File: src/rtl/common_fifo_dffram_vr_pkg.sv
`default_nettype none
// ============================================================================
// Module   : common_fifo_dffram_vr_pkg
// Brief    : Depth and pointer-width helpers shared by the DFF-RAM FIFO files.
// Revision : 1.0 - initial release
// ============================================================================
package common_fifo_dffram_vr_pkg;

  function automatic int unsigned fifo_depth(input int unsigned addr_width);
    return 32'd1 << addr_width;
  endfunction

  // One extra bit above the address distinguishes full from empty.
  function automatic int unsigned fifo_ptr_width(input int unsigned addr_width);
    return addr_width + 32'd1;
  endfunction

endpackage
`default_nettype wire

File: src/rtl/common_dffram.sv
`default_nettype none
// ============================================================================
// Module   : common_dffram
// Brief    : Flop-based RAM, write port A with bit mask, async read port B.
// Revision : 1.0 - initial release
// ============================================================================
module common_dffram
  import common_fifo_dffram_vr_pkg::*;
#(
  parameter int DATA_WIDTH = 8,
  parameter int ADDR_WIDTH = 2
) (
  input  logic                  clk,
  input  logic                  rst,
  input  logic                  i_ena,
  input  logic [DATA_WIDTH-1:0] i_wea,
  input  logic [ADDR_WIDTH-1:0] i_addra,
  input  logic [DATA_WIDTH-1:0] i_dina,
  input  logic [ADDR_WIDTH-1:0] i_addrb,
  output logic [DATA_WIDTH-1:0] o_doutb
);

  localparam int c_DEPTH = fifo_depth(ADDR_WIDTH);

  logic [DATA_WIDTH-1:0] r_mem [c_DEPTH];

  always_ff @(posedge clk) begin
    if (rst) begin
      for (int i = 0; i < c_DEPTH; i++) begin
        r_mem[i] <= '0;
      end
    end else if (i_ena) begin
      r_mem[i_addra] <= (r_mem[i_addra] & ~i_wea) | (i_dina & i_wea);
    end
  end

  // Read is combinational from the array, so a same-edge write is seen next cycle.
  assign o_doutb = r_mem[i_addrb];

endmodule
`default_nettype wire

File: src/rtl/common_fifo_ptr.sv
`default_nettype none
// ============================================================================
// Module   : common_fifo_ptr
// Brief    : Wrap-bit FIFO pointer with increment and load, synchronous reset.
// Revision : 1.0 - initial release
// ============================================================================
module common_fifo_ptr
  import common_fifo_dffram_vr_pkg::*;
#(
  parameter int ADDR_WIDTH = 2
) (
  input  logic                                 clk,
  input  logic                                 rst,
  input  logic                                 i_inc,
  input  logic                                 i_load,
  input  logic [fifo_ptr_width(ADDR_WIDTH)-1:0] i_load_val,
  output logic [fifo_ptr_width(ADDR_WIDTH)-1:0] o_ptr
);

  localparam int c_PTR_W = fifo_ptr_width(ADDR_WIDTH);

  logic [c_PTR_W-1:0] r_ptr;

  // Power-of-two depth: plain binary increment wraps the low bits and toggles the MSB.
  always_ff @(posedge clk) begin
    if (rst) begin
      r_ptr <= '0;
    end else if (i_load) begin
      r_ptr <= i_load_val;
    end else if (i_inc) begin
      r_ptr <= r_ptr + c_PTR_W'(1);
    end
  end

  assign o_ptr = r_ptr;

endmodule
`default_nettype wire

File: src/rtl/common_fifo_dffram_vr.sv
`default_nettype none
// ============================================================================
// Module   : common_fifo_dffram_vr
// Brief    : Fall-through valid/ready FIFO on a DFF RAM, with flush and flags.
// Revision : 1.0 - initial release
// ============================================================================
module common_fifo_dffram_vr
  import common_fifo_dffram_vr_pkg::*;
#(
  parameter int FIFO_DATA_WIDTH  = 8,
  parameter int FIFO_ADDR_WIDTH  = 2,
  parameter int FIFO_AFULL_LEVEL = (1 << FIFO_ADDR_WIDTH) - 1
) (
  input  logic                       clk,
  input  logic                       reset,
  input  logic                       flush,
  input  logic                       s_valid,
  output logic                       s_ready,
  input  logic [FIFO_DATA_WIDTH-1:0] s_data,
  output logic                       m_valid,
  input  logic                       m_ready,
  output logic [FIFO_DATA_WIDTH-1:0] m_data,
  output logic [FIFO_ADDR_WIDTH:0]   count,
  output logic                       full,
  output logic                       empty,
  output logic                       almost_full
);

  localparam int                         c_PTR_W   = fifo_ptr_width(FIFO_ADDR_WIDTH);
  localparam logic [c_PTR_W-1:0]         c_AFULL   = c_PTR_W'(FIFO_AFULL_LEVEL);
  localparam logic [FIFO_DATA_WIDTH-1:0] c_WEA_ALL = '1;

  logic [c_PTR_W-1:0] w_wr_ptr;
  logic [c_PTR_W-1:0] w_rd_ptr;
  logic               w_push;
  logic               w_pop;

  // Flags come only from registered pointers, so ready/valid never see s_valid/m_ready.
  assign empty       = (w_wr_ptr == w_rd_ptr);
  assign full        = (w_wr_ptr[FIFO_ADDR_WIDTH-1:0] == w_rd_ptr[FIFO_ADDR_WIDTH-1:0]) &&
                       (w_wr_ptr[FIFO_ADDR_WIDTH] != w_rd_ptr[FIFO_ADDR_WIDTH]);
  assign count       = w_wr_ptr - w_rd_ptr;
  assign almost_full = (count >= c_AFULL);
  assign s_ready     = ~full;
  assign m_valid     = ~empty;

  assign w_push = s_valid & s_ready;
  assign w_pop  = m_valid & m_ready;

  common_fifo_ptr #(
    .ADDR_WIDTH (FIFO_ADDR_WIDTH)
  ) u_wr_ptr (
    .clk        (clk),
    .rst        (reset),
    .i_inc      (w_push & ~flush),
    .i_load     (1'b0),
    .i_load_val (w_wr_ptr),
    .o_ptr      (w_wr_ptr)
  );

  // Flush drops everything queued by moving the read pointer onto the write pointer.
  common_fifo_ptr #(
    .ADDR_WIDTH (FIFO_ADDR_WIDTH)
  ) u_rd_ptr (
    .clk        (clk),
    .rst        (reset),
    .i_inc      (w_pop & ~flush),
    .i_load     (flush),
    .i_load_val (w_wr_ptr),
    .o_ptr      (w_rd_ptr)
  );

  common_dffram #(
    .DATA_WIDTH (FIFO_DATA_WIDTH),
    .ADDR_WIDTH (FIFO_ADDR_WIDTH)
  ) u_ram (
    .clk     (clk),
    .rst     (reset),
    .i_ena   (w_push & ~flush),
    .i_wea   (c_WEA_ALL),
    .i_addra (w_wr_ptr[FIFO_ADDR_WIDTH-1:0]),
    .i_dina  (s_data),
    .i_addrb (w_rd_ptr[FIFO_ADDR_WIDTH-1:0]),
    .o_doutb (m_data)
  );

endmodule
`default_nettype wire

File: config.mk
export PLATFORM = sky130hd
export DESIGN_NAME = common_fifo_dffram_vr
export DESIGN_NICKNAME = d
export VERILOG_FILES = /design/src/rtl/common_fifo_dffram_vr_pkg.sv /design/src/rtl/common_dffram.sv /design/src/rtl/common_fifo_ptr.sv /design/src/rtl/common_fifo_dffram_vr.sv
export SDC_FILE = /design/constraint.sdc
export NUM_CORES = 1
export LEC_CHECK = 0
export ABC_CLOCK_PERIOD_IN_PS = 3300
export BUFFER_PORTS_ARGS = -buffer_cell sky130_fd_sc_hd__buf_2
export CAP_MARGIN = 20
export CELL_PAD_IN_SITES_DETAIL_PLACEMENT = 0
export CELL_PAD_IN_SITES_GLOBAL_PLACEMENT = 1
export CORE_MARGIN = 4
export CORE_UTILIZATION = 45
export DETAILED_ROUTE_END_ITERATION = 16
export PLACE_DENSITY = 0.81
export SLEW_MARGIN = 30
export SYNTH_ARGS = -nofsm -noshare
export SYNTH_HDL_FRONTEND = slang
export SYNTH_SLANG_ARGS = --single-unit
File: constraint.sdc
create_clock -name clk -period 3.3 [get_ports clk]
set_input_delay 0.495 -clock clk [delete_from_list [all_inputs] [get_ports clk]]
set_output_delay 0.495 -clock clk [all_outputs]
set_load 0.05 [all_outputs]
# ---- Word-level counts from Yosys, hierarchy flattened
# Memory sizes are Yosys's and may differ from the RTL's. A register that Yosys moved wholly into a read port is not among the register bits.
# Index checks and enable logic that the tools add are counted.
# W data, S select, Z words.
dict set report totals {
  output_inout_bits 16
  input_bits 13
  register_bits 6
  word_cells 32
  mem_count 1
  mem_bits_rw 32
}
# memory depth width read_ports rd_ports_with_merged_regs wr line_no
set memory_table {}
lappend memory_table {u_ram.r_mem 4 8 1 1 4 common_dffram.sv:25} ;# logic [DATA_WIDTH-1:0] r_mem [c_DEPTH];
dict set report classes {
  bitwise_logic 7
  order_cmp 1
  eq_ne 3
  n_reduce_logical 3
  add_sub_neg 3
  mux 12
}
# op n
set ops {}
lappend ops {{$mux W8} 1}
lappend ops {{$reduce_or A8 Y1} 1}
lappend ops {{$add A3 B1 Y3 const B} 2}
lappend ops {{$mux W1} 6}
lappend ops {{$mux W2} 3}
lappend ops {{$mux W3} 2}
lappend ops {{$and A1 B1 Y1} 4}
lappend ops {{$eq A3 B3 Y1} 1}
lappend ops {{$ge A3 B2 Y1 const B} 1}
lappend ops {{$not A1 Y1} 3}
lappend ops {{$sub A3 B3 Y3} 1}
lappend ops {{$eq A2 B2 Y1} 1}
lappend ops {{$reduce_bool A2 Y1} 1}
lappend ops {{$logic_and A1 B1 Y1} 1}
lappend ops {{$ne A1 B1 Y1} 1}

# ---- Depth between registers and ports, before layout
# Gate-level depths: netlist (run 1).
dict set report logic_depth {
  ltp_word 10
  depth_mapped 6
  ltp_nobuf 6
}

# ---- Modules after synthesis
# From an unflattened synthesis (run 1), not the netlist that was laid out.
dict set report hier_totals {
  cells_unflattened 195
  hier_area_um2 2522.4
}
# module cells_each seq_area_each_um2 area_each_um2 instances
set by_module_without_submodules {}
lappend by_module_without_submodules {common_dffram 141 960.9 2037.0 1}
lappend by_module_without_submodules {common_fifo_ptr 15 60.1 158.9 2}
lappend by_module_without_submodules {common_fifo_dffram_vr 24 0.0 167.7 1}

# ---- Worst setup path after synthesis (run 1)
# Ideal clock, no wire load.
dict set report synth_timing {
  path_type {reg2out}
  start {register u_wr_ptr.r_ptr[0] (netlist: u_wr_ptr.o_ptr[0])}
  end {output port almost_full}
  n_path_buf 0
  arrival_time_ns 2.344
  path_stages_with_launch 7
  required_time_ns 2.805
  path_slack_ns 0.461
  path_cell_list {dfxtp_1 > inv_1 > ha_1 > inv_1 > fa_1 > xnor2_1 > a21o_1}
}
dict set report synth_between {
  elab_chain_len 2
}
# item line_no
set synth_rtl {}
lappend synth_rtl {{start, declared} common_fifo_ptr.sv:22} ;# logic [c_PTR_W-1:0] r_ptr;
lappend synth_rtl {{start signal, assigned} common_fifo_ptr.sv:29} ;# r_ptr <= i_load_val;
lappend synth_rtl {{start signal, assigned} common_fifo_ptr.sv:31} ;# r_ptr <= r_ptr + c_PTR_W'(1);
lappend synth_rtl {{$sub A3 B3 Y3} common_fifo_dffram_vr.sv:42} ;# assign count = w_wr_ptr - w_rd_ptr;
lappend synth_rtl {{net count[2]} common_fifo_dffram_vr.sv:23} ;# output logic [FIFO_ADDR_WIDTH:0] count,
lappend synth_rtl {{$ge A3 B2 Y1} common_fifo_dffram_vr.sv:43} ;# assign almost_full = (count >= c_AFULL);
lappend synth_rtl {{end, declared} common_fifo_dffram_vr.sv:26} ;# output logic almost_full
# The timed path passes the listed nets, and every way through them passes these cells.

# ---- Worst setup path after layout (run 1)
dict set report layout_timing {
  start {register u_wr_ptr.r_ptr[0] (netlist: u_wr_ptr.o_ptr[0])}
  end {output port empty}
}
dict set report layout_between {
  elab_chain_len 1
}
# item line_no
set layout_rtl {}
lappend layout_rtl {{$eq A3 B3 Y1} common_fifo_dffram_vr.sv:39} ;# assign empty = (w_wr_ptr == w_rd_ptr);
lappend layout_rtl {{end, declared} common_fifo_dffram_vr.sv:25} ;# output logic empty,
# Every way passes these cells.

==> flow_summary_export.csv, run 1 <==
group,metric,value,unit
global_routing,grt-ovfl-total,0,
logic_synthesis,yosysWarningCount,0,
place,placement.cell_area,0.002110,mm2
cts,cts_root_buf,"clkbuf_8",
logic_synthesis,share_of_cell_area_taken_by_muxes_after_synthesis,0.1125,
setup_path,worst_setup_end_kind,"output port",
cts,cts_max_level,2,
setup_path,rr_endpoint,"u_ram.r_mem[2][5]",
cts,clockBufferDepth,2,
pwr,power.net_switching,0.3778,mW
cts,postCtsSetupBuffers,0,
setup_path,critical-path-top-cell-by-count,"inv_1",
pwr,power_per_cell_area,535.9,mW/mm2
cts,clk-insertion-delay-late,0.28,ns
cts,postCtsHoldBufs,0,
finish,number_of_antenna_repair_diodes,0,
sta,final_max_slew_viol_count,0,
pwr,clockPowerShare,0.261,
finish,finish.cell_count_without_fillers,234,
cts,tritoncts,"done",
setup_path,cell_with_the_largest_stage_delay_on_the_worst_path,"dfxtp_1",
logic_synthesis,synth_compound_area_frac,0.07152,
setup_path,critical-path-max-stage-delay,0.42,ns
logic_synthesis,synth.yosys.seq_area_share,0.5826,
die,die_w,73.40,um
logic_synthesis,synth_enable_flop_cells,32,
pwr,sw_frac_of_total,0.3218,
die,die_h,73.40,um
status,status,"complete, no violations",
detailed_routing,remaining_drc_errors,0,
setup_path,setup.worst_path.class,"register to output port",
logic_synthesis,synth_largest_type_area_fraction,0.4993,
global_routing,met1_usage,0.2087,
pwr,combinationalPowerShare,0.233,
setup_path,worst-endpoint-required,2.80,ns
worst_hold_path,hold_path_depth,2,
pwr,vdd.ir_drop.worst,0.2239,mV
cts,cts_sinks,40,
sta,worst_slew_pin_slew,0.5531,ns
worst_hold_path,hold_path_class,"primary input to register",
setup_path,rr_startpoint,"u_wr_ptr.o_ptr[0]",
finish,num-fill-cells,368,
detailed_routing,antenna_left,0,
place,hpwl,2.899,mm
logic_synthesis,avg_inst_size_synth,12.58,um2
cts,tritoncts.num_buffers,5,
sta,worst_slack,0.8181,ns
sta,final.setup.tns,0,ns
cts,cts-resized-gates,0,
sta,clock_skew,0.004603,ns
place,dp_slack,1.027,ns
sta,timing.final.crit_share,0.7521,
logic_synthesis,yosys-top-cells-area,"edfxtp_1, mux4_2, dfxtp_1, nor2_1, nand2_1",
detailed_routing,drt_pre_antenna_iters,4,
pwr,p_leak,0.8654,nW
pwr,cellInternalPower,0.7963,mW
finish,area_delta_synth_final,13.85,%
setup_path,worstRegToRegCells,5,
sta,hold_violations,0,
global_routing,grt_use_total,0.1621,
place,numPlacedInstances,226,
logic_synthesis,synth-simple-area-share,0.1469,
die,io-pin-count,29,
place,finalWeightedCongestion,0.7298,
worst_hold_path,worst_hold_startpoint,"reset",
setup_path,worst-path-max-fanout,6,
logic_synthesis,synthDominantAreaCellType,"edfxtp_1",
logic_synthesis,combinational_family_with_the_most_area_after_synthesis,"simple AND/OR/NAND/NOR gates",
logic_synthesis,synthesis.area,0.001924,mm2
global_routing,grt_pass1_vias,1294,
setup_path,r2r_slack,1.05,ns
setup_path,critical_path.cell_chain,"inv_1 > ha_1 > and2_0 > nand2_1 > inv_1 > buf_2",
worst_hold_path,hold_path_end,"u_rd_ptr.o_ptr[2]",
global_routing,initial_antenna_violation_count,0,
die,row_count,23,
job,timing.max_cap.violations,0,
die,floorplan.core_area,0.004058,mm2
sta,maxSlewHeadroom,0.6309,
detailed_routing,route.vias.total,1268,
logic_synthesis,syn_nets,171,
logic_synthesis,post_synth_inst_count,153,
place,port_buffers,28,
global_routing,globalRouteMet3Util,0.03830,
logic_synthesis,synth-xor-area-share,0.02146,
detailed_routing,postRouteWirelength,3.817,mm
detailed_routing,vias_per_cell,5.419,
die,die_area,0.005387,mm2
sta,fin_crit,2.482,ns
global_routing,largest_net_degree_at_the_start_of_global_routing,17,
sta,rsz0062_at_grt,"no",
global_routing,grt_pass1_wl,6.479,mm
finish,fin_area,0.002191,mm2
detailed_routing,detailedRoute.firstIterationViolations,93,
global_routing,grt.busiest_layer,"met2",
finish,design.final.nets,201,
setup_path,worst-endpoint-arrival,1.99,ns
pwr,total_power,1.174,mW
pwr,seqPwrFrac,0.507,
sta,fmax,402.9,MHz
detailed_routing,per_cell_routed_wire_length,16.31,um
die,initial_utilization,0.4743,
finish,proportion_of_layout_cells_with_a_drive_suffix_above_1,0.2826,
logic_synthesis,fraction_of_registers_with_async_set_reset,0,
logic_synthesis,yosys.cell_types.count,36,
logic_synthesis,synth_seq_cells,40,
logic_synthesis,post_synthesis_adder_cell_area_fraction,0.03641,
logic_synthesis,synth-main-ff-cell,"edfxtp_1",
sta,timing.final.setup_violations,0,
cts,cts.reportedPaths.clkPinSlew,0.07,ns
setup_path,cp-start-kind,"register",
global_routing,grt.met2_usage,0.2741,
[per-stage QoR]
step                        util  hold WS [ns]
final                     0.5399        0.5123
after global routing      0.5399        0.5300
after global placement    0.5199        0.5599
after floorplan                -        0.5222
after CTS                 0.5399        0.5077
after detailed placement  0.5199        0.5771
[power groups by stage]
stage               Clock [mW]  Combinational [mW]  Sequential (mW)
finish                   0.306               0.273            0.595
global route             0.338               0.293            0.600
CTS                      0.317               0.276            0.596
detailed placement           0               0.276            0.607
global placement             0               0.273            0.605
floorplan                    0               0.229            0.591
[cells in the final DEF, fill, tap and decap left out]
| cell | count |
|---|---|
| a2111oi_2 | 1 |
| buf_4 | 1 |
| mux2_4 | 1 |
| nand2_1 | 17 |
| inv_1 | 8 |
| mux2i_1 | 1 |
| a21o_1 | 2 |
| nor4b_1 | 1 |
| mux4_2 | 8 |
| fa_1 | 1 |
| o2111ai_1 | 1 |
| xor2_2 | 1 |
| xnor2_1 | 1 |
| nor3b_1 | 2 |
| nor2_1 | 36 |
| nor2b_1 | 3 |
| buf_2 | 28 |
| edfxtp_1 | 32 |
| clkbuf_1 | 2 |
| mux2_2 | 1 |
| a31oi_1 | 2 |
| xnor2_2 | 1 |
| ha_1 | 4 |
| a21boi_1 | 1 |
| or4_1 | 1 |
| and2_0 | 1 |
| o31ai_1 | 1 |
| o211a_1 | 1 |
| nor4_1 | 1 |
| nand3_1 | 2 |
| a22oi_1 | 1 |
| o2111ai_2 | 3 |
| nand4_1 | 1 |
| clkbuf_8 | 5 |
| clkinv_2 | 1 |
| nor3_1 | 1 |
| o21ai_2 | 1 |
| dfxtp_1 | 8 |
[metal layers]
layer / wire, um / up-vias
met5: 0 / -
met4: 46 / 0
met3: 264 / 6
met2: 1922 / 40
met1: 1582 / 607
li1: - / 615
[cell families (layout without fill, tap and decap cells)]
logic type	count (synthesis)	after routing
multiplexers	11	11
buffers and inverters	14	45
adder cells (fa/ha/maj)	5	5
AO/OA/AOI/OAI	14	14
AND/OR/NAND/NOR	66	66
flip-flops	40	40
XOR/XNOR	3	3
[how the worst max path moves through the flow]
| stage | start | to | slack [ns] | cells after the start |
|---|---|---|---|---|
| after CTS | u_wr_ptr.o_ptr[0] | empty | 0.79 | 6 |
| after detailed placement | u_wr_ptr.o_ptr[0] | u_ram.r_mem[2][1] | 1.03 | 5 |
| final | u_wr_ptr.o_ptr[0] | empty | 0.82 | 6 |
| after global routing | u_wr_ptr.o_ptr[0] | empty | 0.67 | 6 |
| after floorplan | u_wr_ptr.o_ptr[0] | almost_full | 0.46 | 6 |
| after global placement | u_wr_ptr.o_ptr[0] | u_ram.r_mem[2][4] | 1.12 | 5 |
[synthesized netlist by cell type (2+ instances only)]
cell / number
a21o_1: 2
edfxtp_1: 32
buf_2: 2
nor3b_1: 2
clkbuf_1: 3
inv_1: 8
a31oi_1: 2
o2111ai_2: 3
ha_1: 4
mux4_2: 8
dfxtp_1: 8
nor2_1: 36
nand3_1: 2
nand2_1: 17
nor2b_1: 3
[cell type report]
| cell class | instances | area [um2] | area share |
|---|---|---|---|
| sequential | 40 | 1121 | 0.5117 |
| clock inverter | 1 | 5.005 | 0.002284 |
| clock buffer | 7 | 76.32 | 0.03484 |
| timing repair buffer | 29 | 147.6 | 0.06739 |
| tap | 50 | 62.56 | 0.02856 |
| inverter | 8 | 30.03 | 0.01371 |
| multi-input combinational | 99 | 748.2 | 0.3415 |
[state kept, by name, indices dropped and copies added, names as in the netlist, named ones only]
register        cells
u_ram.r_mem        32
u_wr_ptr.o_ptr      3
u_rd_ptr.o_ptr      3
[worst max-delay path: cells and delay by family (launching register included)]
family	cells	cell delay, ns
and+or+nand+nor	2	0.48
DFF	1	0.42
adders and majority gates	1	0.33
buffers and inverters	3	0.47
Note: power is estimated with default switching activity, not from simulation.
==> run 2, diff against run 1 <==
--- a/config.mk
+++ b/config.mk
@@ -5,15 +5,15 @@
 export SDC_FILE = /design/constraint.sdc
 export NUM_CORES = 1
 export LEC_CHECK = 0
-export ABC_CLOCK_PERIOD_IN_PS = 3300
+export ABC_CLOCK_PERIOD_IN_PS = 2050
 export BUFFER_PORTS_ARGS = -buffer_cell sky130_fd_sc_hd__buf_2
 export CAP_MARGIN = 20
 export CELL_PAD_IN_SITES_DETAIL_PLACEMENT = 0
 export CELL_PAD_IN_SITES_GLOBAL_PLACEMENT = 1
 export CORE_MARGIN = 4
-export CORE_UTILIZATION = 45
+export CORE_UTILIZATION = 41
 export DETAILED_ROUTE_END_ITERATION = 16
-export PLACE_DENSITY = 0.81
+export PLACE_DENSITY = 0.78
 export SLEW_MARGIN = 30
 export SYNTH_ARGS = -nofsm -noshare
 export SYNTH_HDL_FRONTEND = slang
==> constraint.sdc (replaced) <==
create_clock -name clk -period 2.05 [get_ports clk]
set_input_delay 0.3075 -clock clk [delete_from_list [all_inputs] [get_ports clk]]
set_output_delay 0.3075 -clock clk [all_outputs]
set_load 0.05 [all_outputs]
==> run 2 against run 1 <==
  * Clock power increased by 100%
  * Sequential share of layout area is 4.8 points lower
  * Largest power group unchanged
  * Via count is 5.8% higher
==> flow_summary_export.csv, run 2 (synthesis gave the netlist of run 1 again) <==
group,metric,value,unit
cts,cts_sinks,40,
detailed_routing,route.vias.total,1342,
setup_path,setup.worst_path.class,"register to output port",
global_routing,grt_pass1_vias,1364,
sta,final_max_slew_viol_count,0,
die,row_count,24,
detailed_routing,vias_per_cell,5.390,
finish,design.final.nets,214,
global_routing,initial_antenna_violation_count,0,
cts,tritoncts,"done",
place,port_buffers,28,
finish,layout.cells.most_common_list,"nor2_1, edfxtp_1, buf_2",
sta,worst_slew_pin_slew,0.5452,ns
cts,cts.reportedPaths.clkPinSlew,0.07,ns
global_routing,grt_pass1_wl,6.713,mm
place,hpwl,2.950,mm
detailed_routing,remaining_drc_errors,0,
pwr,p_leak,0.9527,nW
cts,cts_max_level,2,
finish,final_core_utilization,0.5490,
die,io-pin-count,29,
detailed_routing,per_cell_routed_wire_length,16.65,um
finish,number_of_antenna_repair_diodes,0,
cts,clockBufferDepth,2,
pwr,vdd.ir_drop.worst,0.5243,mV
worst_hold_path,hold_path_class,"primary input to register",
die,die_area,0.005854,mm2
die,die_w,76.51,um
finish,num-fill-cells,383,
pwr,total_power,2.092,mW
die,floorplan.core_area,0.004444,mm2
cts,cts_root_buf,"clkbuf_8",
sta,timing.final.crit_share,0.9744,
place,finalWeightedCongestion,0.7657,
finish,area_delta_synth_final,26.79,%
cts,clk-insertion-delay-late,0.29,ns
setup_path,worst-endpoint-required,1.74,ns
detailed_routing,postRouteWirelength,4.147,mm
setup_path,worst-path-max-fanout,2,
sta,rsz0062_at_grt,"yes",
sta,fin_crit,1.998,ns
setup_path,cp-start-kind,"register",
sta,fmax,500.6,MHz
global_routing,grt-ovfl-total,0,
global_routing,largest_net_degree_at_the_start_of_global_routing,17,
finish,register_containing_the_most_flip_flops_in_the_final_layout,"u_ram.r_mem",
status,status,"complete, no violations",
sta,clock_skew,0.002296,ns
die,die_h,76.51,um
job,timing.max_cap.violations,0,
setup_path,worst_setup_end_kind,"output port",
sta,worst_slack,0.05245,ns
detailed_routing,drt_pre_antenna_iters,4,
cts,tritoncts.num_buffers,5,
die,initial_utilization,0.4330,
finish,largest_reg_flops,32,
sta,hold_violations,0,
sta,maxSlewHeadroom,0.6362,
place,dp_slack,0.1021,ns
detailed_routing,antenna_left,0,
sta,timing.final.setup_violations,0,
setup_path,worst-endpoint-arrival,1.69,ns
finish,proportion_of_layout_cells_with_a_drive_suffix_above_1,0.4061,
global_routing,grt_use_total,0.1508,
detailed_routing,detailedRoute.firstIterationViolations,73,
finish,layout_commonest_cell,"nor2_1",
pwr,power_per_cell_area,857.2,mW/mm2
## run 2: what timing repair did
item                       4_1_cts  5_1_grt
hold buffers                     0        0
pin swaps                        2        1
gates resized for setup         14        7
setup endpoints to repair        6        6
buffers inserted                 1        0
## run 2: power breakdown
| part | switching (mW) | leakage, nW | internal, mW | total, mW |
|---|---|---|---|---|
| Combinational | 0.354 | 0.500 | 0.176 | 0.530 |
| Clock | 0.260 | 0.0532 | 0.354 | 0.614 |
| Sequential | 0.0260 | 0.399 | 0.922 | 0.948 |
| Total | 0.639 | 0.953 | 1.45 | 2.09 |
## run 2: final cells by class
cell class | count | area, um2 | share of cell area
Clock buffer | 5 | 68.82 | 0.02821
Clock inverter | 3 | 37.54 | 0.01538
Inverter | 8 | 40.04 | 0.01641
Multi-Input combinational cell | 99 | 815.8 | 0.3344
Sequential cell | 40 | 1131 | 0.4636
Tap cell | 52 | 65.06 | 0.02667
Timing Repair Buffer | 42 | 281.5 | 0.1154
## run 2: worst max-delay path, stage by stage, from the launching register on
cell and delay [ns]:
dfxtp_4 0.36, inv_4 0.06, ha_4 0.11, inv_2 0.03, fa_2 0.37, xnor2_4 0.14, a21o_1 0.17, buf_6 0.15
## run 2: per-layer routing
layer | global-route usage | up-vias | part of all wire
li1 | - | 641 | -
met1 | 0.1729 | 659 | 0.40
met2 | 0.2654 | 33 | 0.54
met3 | 0.03428 | 9 | 0.046
met4 | 0.07065 | 0 | 0.017
met5 | 0 | - | 0
## run 2: stage by stage
step | cell area, um2 | std cells | TNS [ns] | hold WS, ns
2_1_floorplan | 1961 | 153 | -0.1976 | 0.4879
3_3_place_gp | 2263 | 240 | 0 | 0.5718
3_5_place_dp | 2263 | 240 | 0 | 0.5676
4_1_cts | 2410 | 249 | -0.01013 | 0.3193
5_1_grt | 2440 | 249 | -0.02048 | 0.3347
6_report | 2440 | 249 | 0 | 0.3231
## run 2: path summary, 6_finish.rpt
| kind | slack [ns] | cells past startpoint | to | from |
|---|---|---|---|---|
| hold / removal | 0.32 | 2 | u_rd_ptr.o_ptr[2] | reset |
| setup reg to reg | 0.22 | 6 | u_ram.r_mem[3][7] | u_rd_ptr.o_ptr[1] |
| setup / recovery | 0.05 | 7 | almost_full | u_wr_ptr.o_ptr[0] |
| hold reg to reg | 0.54 | 2 | u_wr_ptr.o_ptr[1] | u_wr_ptr.o_ptr[1] |
==> run 3, diff against run 2 <==
--- a/config.mk
+++ b/config.mk
@@ -13,7 +13,7 @@
 export CORE_MARGIN = 4
 export CORE_UTILIZATION = 41
 export DETAILED_ROUTE_END_ITERATION = 16
-export PLACE_DENSITY = 0.78
+export PLACE_DENSITY = 0.73
 export SLEW_MARGIN = 30
 export SYNTH_ARGS = -nofsm -noshare
 export SYNTH_HDL_FRONTEND = slang
==> run 3 against run 2 <==
  * Combinational power up 3%
  * Register-to-register slack got worse by 0.08 ns
  * Clock skew is 0.0067 ns higher
  * First-iteration DRC count rose by 38%
==> flow_summary_export.csv, run 3 (synthesis gave the netlist of run 1 again) <==
group,metric,value,unit
detailed_routing,antenna_left,0,
place,dp_slack,0.01079,ns
sta,hold_violations,0,
global_routing,grt-ovfl-total,0,
setup_path,timing.critical_path.max_delay_family,"adder cells",
sta,fmax,493.3,MHz
cts,cts_max_level,2,
detailed_routing,remaining_drc_errors,0,
sta,timing.final.crit_share,0.9889,
die,floorplan.core_area,0.004444,mm2
die,die_w,76.51,um
cts,clockBufferDepth,2,
sta,rsz0062_at_grt,"yes",
detailed_routing,per_cell_routed_wire_length,17.38,um
pwr,vdd.ir_drop.worst,0.5166,mV
global_routing,grt_pass1_vias,1405,
setup_path,r2r_slack,0.14,ns
setup_path,setup.worst_path.class,"register to output port",
detailed_routing,vias_per_cell,5.447,
finish,num-fill-cells,401,
setup_path,worst-endpoint-required,1.74,ns
worst_hold_path,worst_hold_startpoint,"reset",
setup_path,cp-start-kind,"register",
pwr,power_per_cell_area,828.2,mW/mm2
setup_path,worstRegToRegCells,6,
sta,maxSlewHeadroom,0.6557,
worst_hold_path,hold_path_end,"u_rd_ptr.o_ptr[2]",
finish,layout.cells.most_common_list,"nor2_1, edfxtp_1, buf_2",
global_routing,grt.met2_usage,0.2786,
setup_path,critical_path.cell_chain,"inv_4 > ha_4 > inv_2 > fa_2 > xnor2_4 > a21o_1 > buf_6",
place,port_buffers,28,
cts,cts_sinks,40,
detailed_routing,postRouteWirelength,4.397,mm
global_routing,grt_pass1_wl,7.245,mm
place,finalWeightedCongestion,0.8581,
place,numPlacedInstances,243,
setup_path,rr_startpoint,"u_rd_ptr.o_ptr[1]",
die,io-pin-count,29,
global_routing,globalRouteMet3Util,0.03783,
sta,worst_slack,0.02275,ns
finish,finish.cell_count_without_fillers,253,
global_routing,largest_net_degree_at_the_start_of_global_routing,13,
detailed_routing,detailedRoute.firstIterationViolations,101,
place,hpwl,3.097,mm
global_routing,grt_use_total,0.1621,
setup_path,timing.critical_path.depth,7,
global_routing,initial_antenna_violation_count,0,
finish,area_delta_synth_final,25.10,%
finish,design.final.nets,218,
job,timing.max_cap.violations,0,
setup_path,worst_setup_end_kind,"output port",
finish,layout_commonest_cell,"nor2_1",
cts,tritoncts.num_buffers,5,
cts,postCtsHoldBufs,0,
worst_hold_path,hold_path_class,"primary input to register",
setup_path,worst-path-max-fanout,2,
detailed_routing,drt_pre_antenna_iters,4,
setup_path,path_buf_inv,3,
sta,fin_crit,2.027,ns
global_routing,met1_usage,0.1940,
die,die_area,0.005854,mm2
sta,final_max_slew_viol_count,0,
die,row_count,24,
pwr,p_leak,0.9498,nW
status,status,"complete, no violations",
sta,timing.final.setup_violations,0,
die,die_h,76.51,um
cts,tritoncts,"done",
finish,number_of_antenna_repair_diodes,0,
cts,cts.reportedPaths.clkPinSlew,0.08,ns
setup_path,cell_with_the_largest_stage_delay_on_the_worst_path,"fa_2",
finish,largest_reg_flops,32,
sta,worst_slew_pin_slew,0.5139,ns
setup_path,worst-endpoint-arrival,1.72,ns
pwr,total_power,1.994,mW
setup_path,critical-path-max-stage-delay,0.38,ns
global_routing,grt.busiest_layer,"met2",
cts,clk-insertion-delay-late,0.29,ns
detailed_routing,route.vias.total,1378,
worst_hold_path,hold_path_depth,2,
sta,clock_skew,0.008981,ns
die,initial_utilization,0.4330,
finish,register_containing_the_most_flip_flops_in_the_final_layout,"u_ram.r_mem",
setup_path,rr_endpoint,"u_ram.r_mem[3][4]",
cts,cts_root_buf,"clkbuf_8",
finish,proportion_of_layout_cells_with_a_drive_suffix_above_1,0.4179,
## run 3: worst register-to-register path: stages, from the launching register on
cell and delay [ns]:
dfxtp_2 0.36, inv_1 0.09, ha_1 0.33, nand2_2 0.19, o21ai_2 0.10, o31ai_2 0.36
buf_4 0.21
## run 3: layout make-up
type | instances | area [um2] | area share
clock buffer | 7 | 76.32 | 0.03170
clock inverter | 1 | 5.005 | 0.002079
inverter | 8 | 40.04 | 0.01663
multi-input combinational | 99 | 802.0 | 0.3332
sequential | 40 | 1130 | 0.4693
tap | 52 | 65.06 | 0.02703
timing repair buffer | 46 | 289.0 | 0.1201
## run 3: worst max path at each step
stage / start / endpoint / slack, ns
CTS: u_rd_ptr.o_ptr[1] / empty / -0.002
finish: u_wr_ptr.o_ptr[0] / almost_full / 0.02
floorplan: u_wr_ptr.o_ptr[0] / almost_full / -0.20
global placement: u_wr_ptr.o_ptr[0] / u_ram.r_mem[3][4] / 0.14
global route: u_wr_ptr.o_ptr[0] / almost_full / -0.03
detailed placement: u_wr_ptr.o_ptr[0] / u_ram.r_mem[3][4] / 0.01
## run 3: report_power, final
group	internal [mW]	switching, mW
Sequential	0.922	0.0260
Combinational	0.182	0.362
Clock	0.239	0.263
## run 3: what timing repair did
item / 4_1_cts / 5_1_grt
resized for setup: 11 / 10
setup buffers: 1 / 1
setup endpoints to repair: 12 / 14
pin swaps: 2 / 2
## run 3: through the flow
step	hold WS (ns)	cell area, um2	utilization	setup TNS, ns
after CTS	0.3154	2370	0.5332	-0.002229
after detailed placement	0.6100	2261	0.5087	0
final	0.3243	2407	0.5417	0
after floorplan	0.4879	1961	-	-0.1976
after global placement	0.6107	2261	0.5087	0
after global routing	0.3443	2407	0.5417	-0.06433
## run 3: layer usage
metal	part of all wire	vias up
met4	0.019	0
met2	0.54	44
met1	0.39	680
met3	0.054	8
li1	-	646
met5	0	-
